==> src/rtl/chnl_rx_deframer.sv <==
// Receive-side command deframer: strips a header word (tag + length) and forwards
// the payload words through a tagged first-word-fall-through FIFO.
module chnl_rx_deframer #(
  parameter int DATA_WIDTH = 32,
  parameter int LEN_WIDTH  = 16,
  parameter int FIFO_DEPTH = 16
) (
  input  logic                            clk,
  input  logic                            rst,
  input  logic                            i_val,
  output logic                            i_rdy,
  input  logic [DATA_WIDTH-1:0]           i_data,
  output logic                            o_val,
  input  logic                            o_rdy,
  output logic [DATA_WIDTH-1:0]           o_data,
  output logic [DATA_WIDTH-LEN_WIDTH-1:0] o_tag,
  output logic                            o_last,
  output logic [15:0]                     o_frames,
  output logic [15:0]                     o_empty_frames
);

  localparam int TAG_W = DATA_WIDTH - LEN_WIDTH;
  localparam int AW    = $clog2(FIFO_DEPTH);
  localparam int ENT_W = TAG_W + 1 + DATA_WIDTH;

  typedef enum logic {S_HDR, S_PAYLOAD} state_t;

  state_t                r_state;
  state_t                w_next;
  logic [LEN_WIDTH-1:0]  r_cnt;
  logic [TAG_W-1:0]      r_tag;
  logic [AW:0]           r_wptr;
  logic [AW:0]           r_rptr;
  logic [ENT_W-1:0]      r_mem [FIFO_DEPTH];
  logic [15:0]           r_frames;
  logic [15:0]           r_empty_frames;

  logic [LEN_WIDTH-1:0]  w_hdr_len;
  logic [TAG_W-1:0]      w_hdr_tag;
  logic                  w_full;
  logic                  w_empty;
  logic                  w_hdr_acc;
  logic                  w_push;
  logic                  w_pop;
  logic                  w_last_in;
  logic [ENT_W-1:0]      w_rd_entry;

  assign w_hdr_len = i_data[LEN_WIDTH-1:0];
  assign w_hdr_tag = i_data[DATA_WIDTH-1:LEN_WIDTH];

  // Extra pointer MSB distinguishes full from empty when the addresses match.
  assign w_full  = (r_wptr[AW] != r_rptr[AW]) && (r_wptr[AW-1:0] == r_rptr[AW-1:0]);
  assign w_empty = (r_wptr == r_rptr);
  assign w_last_in = (r_cnt == LEN_WIDTH'(1));

  always_ff @(posedge clk) begin
    if (rst) r_state <= S_HDR;
    else     r_state <= w_next;
  end

  always_comb begin
    w_next = r_state;
    case (r_state)
      S_HDR:     if (i_val && (w_hdr_len != '0)) w_next = S_PAYLOAD;
      S_PAYLOAD: if (w_push && w_last_in)        w_next = S_HDR;
      default:   w_next = S_HDR;
    endcase
  end

  // Full blocks input even when a pop happens in the same cycle.
  always_comb begin
    i_rdy     = 1'b1;
    w_hdr_acc = 1'b0;
    w_push    = 1'b0;
    case (r_state)
      S_HDR: begin
        i_rdy     = 1'b1;
        w_hdr_acc = i_val;
      end
      S_PAYLOAD: begin
        i_rdy  = !w_full;
        w_push = i_val && !w_full;
      end
      default: begin
        i_rdy     = 1'b1;
        w_hdr_acc = 1'b0;
        w_push    = 1'b0;
      end
    endcase
  end

  always_ff @(posedge clk) begin
    if (rst) begin
      r_cnt          <= '0;
      r_tag          <= '0;
      r_empty_frames <= '0;
    end else if (w_hdr_acc) begin
      r_cnt <= w_hdr_len;
      r_tag <= w_hdr_tag;
      if (w_hdr_len == '0) r_empty_frames <= r_empty_frames + 16'd1;
    end else if (w_push) begin
      r_cnt <= r_cnt - LEN_WIDTH'(1);
    end
  end

  always_ff @(posedge clk) begin
    if (w_push) r_mem[r_wptr[AW-1:0]] <= {r_tag, w_last_in, i_data};
  end

  assign w_rd_entry = r_mem[r_rptr[AW-1:0]];
  assign w_pop      = !w_empty && o_rdy;

  always_ff @(posedge clk) begin
    if (rst) begin
      r_wptr   <= '0;
      r_rptr   <= '0;
      r_frames <= '0;
    end else begin
      if (w_push) r_wptr <= r_wptr + 1'b1;
      if (w_pop) begin
        r_rptr <= r_rptr + 1'b1;
        if (w_rd_entry[DATA_WIDTH]) r_frames <= r_frames + 16'd1;
      end
    end
  end

  assign o_val          = !w_empty;
  assign o_data         = w_rd_entry[DATA_WIDTH-1:0];
  assign o_last         = w_rd_entry[DATA_WIDTH];
  assign o_tag          = w_rd_entry[ENT_W-1:DATA_WIDTH+1];
  assign o_frames       = r_frames;
  assign o_empty_frames = r_empty_frames;

endmodule

==> config.mk <==
export PLATFORM = sky130hd
export DESIGN_NAME = chnl_rx_deframer
export DESIGN_NICKNAME = d
export VERILOG_FILES = /design/src/rtl/chnl_rx_deframer.sv
export SDC_FILE = /design/constraint.sdc
export NUM_CORES = 1
export LEC_CHECK = 0
export BUFFER_PORTS_ARGS = -buffer_cell sky130_fd_sc_hd__buf_4
export CORE_MARGIN = 8
export CORE_UTILIZATION = 50
export CTS_CLUSTER_DIAMETER = 60
export DETAILED_ROUTE_END_ITERATION = 8
export GPL_TIMING_DRIVEN = 0
export PLACE_DENSITY = 0.74
export SYNTH_ARGS = -nofsm -noshare
export SYNTH_HDL_FRONTEND = slang
export SYNTH_SLANG_ARGS = --single-unit
==> constraint.sdc <==
create_clock -name clk -period 5.4 [get_ports clk]
set_clock_uncertainty 0.15 [all_clocks]
set_input_delay 0.81 -clock clk [delete_from_list [all_inputs] [get_ports clk]]
set_output_delay 0.81 -clock clk [all_outputs]
set_load 0.05 [all_outputs]
Word-level counts from Yosys, hierarchy flattened
Memory sizes are Yosys's and may differ from the RTL's. A register that Yosys moved wholly into a read port is not among the register bits.
Cells that the tools add are included.
{ "op_classes": {"n_shift": 0, "addsub": 5, "multipliers": 0, "n_eq_ne": 4, "bitwise_logic": 1, "n_reduce_logical": 12, "n_div": 0, "n_lt_le_gt_ge": 0, "muxes": 12} }
{ "ops": {"columns": ["cell", "n"], "rows": [
  ["16-bit by 1-bit adder with 16-bit output, second input constant", 2],
  ["16-bit 2-to-1 mux", 2],
  ["16-bit by 1-bit equality test with 1-bit output, second input constant", 1],
  ["16-bit zero test", 1],
  ["16-bit nonzero test", 1],
  ["16-bit by 1-bit subtractor with 16-bit output, second input constant", 1],
  ["5-bit by 1-bit adder with 5-bit output, second input constant", 2],
  ["4-bit 2-to-1 mux", 2],
  ["1-bit 2-to-1 mux", 6],
  ["5-bit equality test", 1],
  ["1-bit logical AND", 5],
  ["4-bit equality test", 1],
  ["1-bit case mux with 2 select lines", 2],
  ["2-bit AND reduction", 2],
  ["1-bit zero test", 2],
  ["2-bit nonzero test", 1],
  ["1-bit inequality test", 1],
  ["1-bit inverter", 1]
]} }
{ "word_totals": {"latchBits": 0, "mem_count": 1, "ram_bits": 784, "rom_bits": 0, "reg_bits": 75, "wordCells": 42} }
{ "mem_list": {"columns": ["name", "depth", "word_bits", "rd", "rd_clocked_by_memory_dff", "wr", "line", "rtl"], "rows": [
  ["r_mem", 16, 49, 1, 1, 1, "34", "logic [ENT_W-1:0] r_mem [FIFO_DEPTH];"]
]} }

Depth between registers and ports, before layout
Gate-level depths: netlist (run 1).
{ "depth": {"ltp_word": 8, "mapped_depth": 8} }

Worst setup path before layout (run 1)
Ideal clock, no wire load.
{ "synth_timing": {"path_kind": "input -> register", "startpoint": "input port i_val", "endpoint": "memory r_mem[3][0] (netlist bit) (enable)", "stages": 3, "required_ns": 4.734, "setup_ns": 0.516, "t_arrival_ns": 4.670, "slack_ns": 0.064, "cell_sequence": "clkbuf_1 > o2111ai_1 > nor3_1"} }
{ "synth_via": {"elab_chain_cells": 4} }
{ "synth_lines": {"columns": ["element", "line", "rtl"], "rows": [
  ["from (decl)", "10", "input logic i_val,"],
  ["1-bit logical AND", "82", "w_push = i_val && !w_full;"],
  ["1-bit 2-to-1 mux", "75", "case (r_state)"],
  ["1-bit 2-to-1 mux", "107", "if (w_push) r_mem[r_wptr[AW-1:0]] <= {r_tag, w_last_in, i_data};"],
  ["1-bit 2-to-1 mux (implied by the code)", "107", null],
  ["to (decl)", "34", null]
]} }
No other way between the ends.

==> results.txt, run 1 <==
The run finished with clean final reports. The power density over cell area was 372.7 nW/um^2. In this run the mean area of a mapped cell was 21.03 um^2. Number of enable-type register cells in the synthesized netlist: 784. For the number of antenna diodes, the log shows 0.

IR analysis of the VDD net gives a maximum drop of 0.2259 mV. The share of synthesized area occupied by flip-flops and latches was 0.7531; the cell row count was 94. The tools report the overall routing resource usage as 0.2065.

The worst hold path begins at r_cnt[1]. The tools report the pin count of the biggest net entering global routing as 42. The type of element capturing the critical path is an output port. The biggest area contributor in the post-synthesis netlist is sky130_fd_sc_hd__edfxtp_1.

The category of the critical setup timing path was reg2out. Detailed routing placed a total of 7022 um of wire on met3. For this block, wires on met1 add up to 30,710 um.

The tools report the number of violations of the max-capacitance limit as 0. During placement, the flow inserted port buffers numbering 117. The tools report the CTS root buffer as sky130_fd_sc_hd__clkbuf_16. The worst path needs 4.564 ns of the cycle, external delays included. The number of gates given a new drive strength after cts is 0, and the placed instance area is 35,940 um^2. The highest layer touched by signal routing is met5. Clock-pin slew was measured on the worst setup and hold paths at 0.06 ns. After synthesis the cells add up to 33,360 um^2.

The tools report the detailed-placement wirelength estimate as 46,430 um. The layout cell share with drive strength beyond 1 works out to 0.3054. The gate count of the mapped netlist is 1,586, and the instance count along the most critical hold path is 2. The maximum clock rate is 0.2191 GHz, and the post-CTS setup-driven buffer insertion count is 0.

The delay of the slowest cell on the worst path was 0.83 ns. Data arrives at the worst endpoint at 3.60 ns. For the number of pins exceeding their max-slew limit in the final report, the log shows 0. The logs give 0.5065 for the effective utilization at floorplan and 12.16 nW for the leakage power total. The largest fanout on the critical path works out to 10. In this run, synthesis produced a sequential element count of 863.

The run gives 0 as the count of hold-fix buffers inserted at cts. The congestion estimate from routability-driven global placement came to 0.8448. The final critical-path setup slack is 0.8361 ns.

The logs give 0 for the final hold violation count and 61 for the count of unique library cells instantiated by Yosys. The number of nets in the synthesized netlist is 1,631. The count of final setup violators was 0.

The tools report the via count of the first global-routing pass as 17,633. The tools report the number of clock buffers inserted by TritonCTS as 86. By area the synthesized netlist is led by sky130_fd_sc_hd__edfxtp_1 (71%), sky130_fd_sc_hd__mux4_2 (16%), sky130_fd_sc_hd__dfxtp_1 (4.7%). The kind of launch point of the worst setup path is a flop. Critical register-to-register path endpoint: r_mem[5][25].

The proportion of register bits with asynchronous set or reset after synthesis works out to 0. The remaining antenna violation count after routing is 0. Yosys printed 0 warnings. The largest individual stage delay along the critical path comes from the cell sky130_fd_sc_hd__clkbuf_1.

Counting along the longest clock path gives a buffer depth of 3. In this run the critical register-to-register path is launched from r_wptr[2]. The detailed-routed wire length on met2 is 37,770 um, and the count of boundary I/O pins is 119.

The final critical-path share of the clock period is 0.8452. The min-delay analysis places its worst path in the category reg2reg. The most used flip-flop cell after synthesis is sky130_fd_sc_hd__edfxtp_1. For the leftover overflow at the end of global routing, the log shows 0. The first TritonRoute pass finished after 5 iterations. The run gives 1.82 ns as the internal reg-to-reg setup slack. The relative max-transition margin came out at 0.2229. The die outline width was 274.3 um.

The layout overhead on the synthesized area was 16.09%; the number of clock sinks seen by CTS was 863. Worst-skew pair later-pin latency: 0.64 ns. The run gives 2,146 as the count of routing violations after the opening detailed-route iteration. The worst slack at placement is 1.472 ns. The logs give 4.44 ns for the data required time of the critical path and 0 for the number of remaining DRC errors.

The y dimension of the die was 274.3 um; the number of levels the H-tree was split into was 3. At the end of the flow, the number of nets in the layout was 1,859. The die area was 75,240 um^2. The most common cell after layout, fill and taps aside was sky130_fd_sc_hd__edfxtp_1. The signal on the critical path passes through clkbuf_1, clkbuf_1, mux4_2, mux4_2, buf_4.

TritonCTS built the clock tree. The first global-routing pass estimated 114,500 um of wire. Average routed wire per standard cell: 28.37 um. Setup repair after global routing left no endpoint under its margin.

The total vias in the final route is 17,104, and the area share of the largest cell type after synthesis is 0.7057. The routed design has 78,030 um of wire. At the pin with the least slew margin, the transition time is 1.166 ns. The number of placed instances, taps included, is 2,590.

The number of cells in the finished layout apart from fillers is 2,750. The initial antenna violation count is 3, and the average via count per standard cell is 6.220. The total area inside the core boundary comes to 65,860 um^2.

Leaving out fill and tap cells, the most frequent cells in the layout are sky130_fd_sc_hd__edfxtp_1 (784), sky130_fd_sc_hd__mux4_2 (244), sky130_fd_sc_hd__buf_4 (121). The number of cells traversed by the worst register-to-register path was 8. Endpoint of the worst hold path: r_cnt[1].

Once layout is done, the placed cells without fillers occupy 38,730 um^2.
[routing by layer]
| layer | up-vias | GRT usage |
|---|---|---|
| met4 | 4 | 0.06531 |
| li1 | 7123 | - |
| met3 | 176 | 0.04225 |
| met2 | 901 | 0.3344 |
| met1 | 8900 | 0.2821 |
| met5 | - | 0 |
[through the flow]
stage	util	hold WS [ns]	power (mW)	TNS, ns
finish	0.5880	0.3400	14.43	0
global route	0.5880	0.3317	14.84	0
CTS	0.5880	0.3062	14.52	0
detailed placement	0.5457	0.3112	8.756	0
global placement	0.5363	0.3138	8.725	-351.94
floorplan	-	0.2915	8.357	0
[cell type report]
class | instances | area, um^2
Clock buffer | 112 | 2332
Tap cell | 864 | 1081
Timing Repair Buffer | 140 | 1418
Multi-Input combinational cell | 618 | 7881
Buffer | 87 | 370.4
Fill cell | 4633 | 27140
Inverter | 18 | 70.07
Clock inverter | 48 | 450.4
Sequential cell | 863 | 25120
[kinds of logic (layout without fill, tap and decap cells)]
group,count (synthesis),after routing,share of synthesized area
multiplexers,250,250,0.1666
buffers and inverters,105,405,0.01313
adder cells (fa/ha/maj),9,9,0.003376
flip-flops,863,863,0.7531
AO/OA/AOI/OAI,133,133,0.02528
XOR/XNOR,20,20,0.005476
AND/OR/NAND/NOR,206,206,0.03300
[worst max-delay path: cells and delay by family (launching register included)]
kind | cells | cell delay, ns
buffers and inverters | 3 | 1.62
DFF | 1 | 0.38
muxes | 2 | 0.97
[how the worst max path moves through the flow]
stage / endpoint / slack (ns) / depth (start not counted)
6_report: o_data[8] / 0.84 / 5
5_1_grt: o_data[10] / 0.70 / 6
4_1_cts: o_tag[15] / 0.77 / 6
3_5_place_dp: o_data[8] / 1.47 / 5
3_3_place_gp: r_mem[3][40] / -4.49 / 4
2_1_floorplan: r_mem[3][0] / 0.06 / 3
[Yosys cell counts (14+ instances only)]
library cell,n
sky130_fd_sc_hd__edfxtp_1,784
sky130_fd_sc_hd__mux4_2,244
sky130_fd_sc_hd__dfxtp_1,79
sky130_fd_sc_hd__nand2_1,63
sky130_fd_sc_hd__a21oi_1,56
sky130_fd_sc_hd__clkbuf_1,52
sky130_fd_sc_hd__nor2_1,28
sky130_fd_sc_hd__buf_2,26
sky130_fd_sc_hd__o21ai_0,23
sky130_fd_sc_hd__and3_1,18
sky130_fd_sc_hd__o31ai_1,18
sky130_fd_sc_hd__inv_1,16
sky130_fd_sc_hd__or4_1,16
sky130_fd_sc_hd__nand3_1,14
[registers in the layout (all words and copies together), names as in the netlist, named ones only]
| name | count |
|---|---|
| o_empty_frames | 16 |
| o_frames | 16 |
| r_cnt | 16 |
| r_mem | 784 |
| r_rptr | 5 |
| r_state | 1 |
| r_tag | 16 |
| r_wptr | 5 |
[power by group]
part	switching (mW)	total (mW)	leakage [nW]	internal (mW)
Sequential	0.0559	7.38	7.74	7.33
Combinational	0.709	1.22	3.06	0.511
Clock	2.51	5.83	1.36	3.32
Total	3.27	14.4	12.2	11.2
Note: power is estimated with default switching activity, not from simulation.
==> run 2: changes to the inputs <==
--- a/config.mk
+++ b/config.mk
@@ -11,7 +11,7 @@
 export CTS_CLUSTER_DIAMETER = 60
 export DETAILED_ROUTE_END_ITERATION = 8
 export GPL_TIMING_DRIVEN = 0
-export PLACE_DENSITY = 0.74
+export PLACE_DENSITY = 0.72
 export SYNTH_ARGS = -nofsm -noshare
 export SYNTH_HDL_FRONTEND = slang
 export SYNTH_SLANG_ARGS = --single-unit
==> constraint.sdc (replaced) <==
create_clock -name clk -period 4.7 [get_ports clk]
set_clock_uncertainty 0.15 [all_clocks]
set_input_delay 0.705 -clock clk [delete_from_list [all_inputs] [get_ports clk]]
set_output_delay 0.705 -clock clk [all_outputs]
set_load 0.05 [all_outputs]
==> run 2 against run 1 <==
Effect of this change: clock power grew 19%; routed wire length grew 0.89%; first-iteration DRC count grew 3.1%; core utilization grew 0.11 points; power grew 17%; setup slack lost 0.66 ns; sequential power grew 15%; hold slack lost 0.095 ns; cell count is essentially flat; register-to-register slack lost 0.84 ns; combinational power grew 16%; die area is the same; largest cell class unchanged.
==> results.txt, run 2 (synthesis results as in run 1) <==
The flow ran to the end, and the final reports show no timing, DRC or antenna violations. The tools report the kind of launch point of the worst setup path as a flop. The average routed wire per standard cell came out at 28.62 um (+0.86%).

The most common cell after layout, fill and taps aside was sky130_fd_sc_hd__edfxtp_1. The data required time of the critical path was 3.85 ns (-0.59 ns). The run gives 75,240 um^2 (unchanged) as the die area. The logs give 7883 um^2 (about the same) for the multi-input combinational cell area and 0 (unchanged) for the number of violations of the max-capacitance limit. CTS root buffer: sky130_fd_sc_hd__clkbuf_16. The overall routing resource usage came out at 0.2103 (+0.003840). The run gives 0.412 (+0.008) as the share of total power in the clock network. The total vias in the final route was 17,095 (-0.053%).

The worst register-to-register path begins at r_wptr[3]. The run gives 1,857 (-0.11%) as the layout net count. The run gives 2,212 (+3.1%) as the count of routing violations after the opening detailed-route iteration. The count of hold-fix buffers inserted at cts is 0 (unchanged). The setup TNS was 0 ns (unchanged); the number of fill cells was 4,644 (+0.24%). The tools report the count of boundary I/O pins as 119 (unchanged). The number of cells traversed by the worst register-to-register path came out at 7 (-1).

The y dimension of the die is 274.3 um (unchanged). Static timing analysis puts the maximum clock frequency at 0.2210 GHz. Average via count per standard cell: 6.214 (about the same).

The weighted congestion reported at the end of routability-driven placement is 0.8580 (+1.6%), and the leftover overflow at the end of global routing is 0 (unchanged). The tools report the remaining antenna violation count after routing as 0 (unchanged). The minimum hold slack is 0.2452 ns (-0.09473 ns), and the internal power component is 13.15 mW (+18%). The path class of the tightest hold or removal check is in2reg. The total area of sequential cells is 25,120 um^2 (unchanged). The area growth from synthesis to layout is 16.30%. The tools report the number of remaining DRC errors as 0 (unchanged). The power density over cell area came out at 433.7 nW/um^2 (+16%). The critical path ends at o_data[5]. The top cell types in the final layout, fill and taps aside, are sky130_fd_sc_hd__edfxtp_1 (784), sky130_fd_sc_hd__mux4_2 (244), sky130_fd_sc_hd__buf_4 (120).

The tools report the combinational cell fraction of total power as 0.084 (about the same). The total iterations of the first detailed-routing run is 6 (+1). For the wire length of the first global-routing pass, the log shows 116,600 um (+1.8%). The detailed-placement wirelength estimate is 46,050 um (-0.81%).

For the number of clock sinks seen by CTS, the log shows 863 (unchanged). The tools report the leakage power total as 12.17 nW (about the same). The run gives 94 (unchanged) as the cell row count.

For the total power, the log shows 16.83 mW (+17%). The critical register-to-register path endpoint was r_mem[2][16]. The via count of the first global-routing pass was 17,643 (+0.057%); the initial antenna violation count was 5 (+2). Largest fanout on the critical path: 10 (unchanged). The run gives 0.5891 (+0.001083) as the core utilization of the finished layout.

The count of buffers inserted at the top-level ports was 117 (unchanged). The number of pins exceeding their max-slew limit in the final report was 0 (unchanged); the data arrival time at the worst-slack endpoint was 3.67 ns (+0.07 ns). The largest voltage drop on the vdd net is 0.3160 mV (+40%). Die outline width: 274.3 um (unchanged). The area of the core came out at 65,860 um^2 (unchanged). Sequential share of power: 0.504 (-0.007). The post-CTS setup-driven buffer insertion count is 0 (unchanged), and the final critical delay including setup and external delays is 4.524 ns. The switching power as a share of total power is 0.2186 (-0.008178). The number of gates given a new drive strength after cts is 0 (unchanged). The clock transition at the register clock pins on the worst setup and hold paths after CTS is 0.07 ns (about the same). The layout cell share with drive strength beyond 1 is 0.3016 (-0.003762). Setup repair after global routing left no endpoint under its margin. The placed instance area was 35,900 um^2 (-0.13%); the effective utilization at floorplan was 0.5065 (unchanged). The run gives 3.677 mW (+12%) as the net load switching power.

The post-route cell area was 38,800 um^2 (+0.18%); the relative max-transition margin was 0.2322 (+0.009342). The number of levels the H-tree was split into was 3 (unchanged). STA classifies the critical path endpoint as an output port. The logs give 0 (unchanged) for the final hold violation count and 3 (unchanged) for the buffer levels on the longest clock path.

The count of final setup violators came out at 0 (unchanged). The number of clock buffers inserted by TritonCTS is 86 (unchanged). TritonCTS built the clock tree. The pin count of the biggest net entering global routing was 41 (-2.4%); the actual slew at the worst max-slew pin was 1.152 ns (-0.01401 ns). The final wirelength is 78,720 um (+0.89%), and the number of flip-flops under the largest register name is 784 (unchanged). The instance count along the most critical hold path came out at 1 (-1). By startpoint and endpoint, the worst setup path is classified as reg2out. The worst-skew pair later-pin latency is 0.63 ns (about the same). The tools report the internal reg-to-reg setup slack as 0.98 ns (-0.84 ns). The final critical-path share of the clock period came out at 0.9627.
## run 2: cell count changes in the layout (fill, tap and decap cells not counted), moves of 4 or more
cell	previous run	this run
sky130_fd_sc_hd__buf_12	0	7
sky130_fd_sc_hd__clkinv_2	19	9
sky130_fd_sc_hd__buf_16	17	12
sky130_fd_sc_hd__clkbuf_8	4	10
sky130_fd_sc_hd__diode_2	0	4
sky130_fd_sc_hd__clkbuf_1	72	77
## run 2: metrics by stage
| stage | setup slack, ns | instances |
|---|---|---|
| global route | 0.05787 | 2749 |
| CTS | 0.1276 | 2747 |
| global placement | -2.449 | 2567 |
| detailed placement | 0.8240 | 2588 |
| finish | 0.1755 | 2751 |
| floorplan | 0.6616 | 1586 |
## run 2: final cells by class
class,count,area share
Antenna cell,4,0.0002580
Buffer,87,0.009546
Clock buffer,126,0.06466
Clock inverter,33,0.009868
Inverter,18,0.001806
Multi-Input combinational cell,618,0.2032
Sequential cell,863,0.6476
Tap cell,864,0.02786
Timing Repair Buffer,138,0.03528
## run 2: metal layers
layer	vias up	share of wire	GRT usage
li1	7138	-	-
met1	8968	0.39	0.2894
met5	-	0.00018	0
met4	4	0.020	0.05768
met2	874	0.49	0.3392
met3	111	0.095	0.04757
## run 2: critical path, cell delays in order, from the launching register on
cell	delay, ns
sky130_fd_sc_hd__dfxtp_1	0.31
sky130_fd_sc_hd__buf_4	0.17
sky130_fd_sc_hd__clkbuf_1	0.65
sky130_fd_sc_hd__buf_2	0.53
sky130_fd_sc_hd__mux4_2	0.56
sky130_fd_sc_hd__mux4_2	0.57
sky130_fd_sc_hd__buf_4	0.23
## run 2: worst min path at each step
stage	startpoint	endpoint	slack, ns
detailed placement	r_cnt[1]	r_cnt[1]	0.31
global route	i_data[29]	r_mem[0][29]	0.23
global placement	r_cnt[1]	r_cnt[1]	0.31
floorplan	r_cnt[1]	r_cnt[1]	0.29
finish	i_data[29]	r_mem[0][29]	0.25
CTS	i_data[29]	r_mem[0][29]	0.22
## run 2: power by group through the flow
| stage | sequential, mW | clock, mW | combinational (mW) |
|---|---|---|---|
| global placement | 8.64 | 0 | 1.39 |
| global route | 8.49 | 7.33 | 1.49 |
| detailed placement | 8.64 | 0 | 1.42 |
| floorplan | 8.62 | 0 | 0.978 |
| finish | 8.48 | 6.94 | 1.41 |
| CTS | 8.48 | 7.01 | 1.43 |
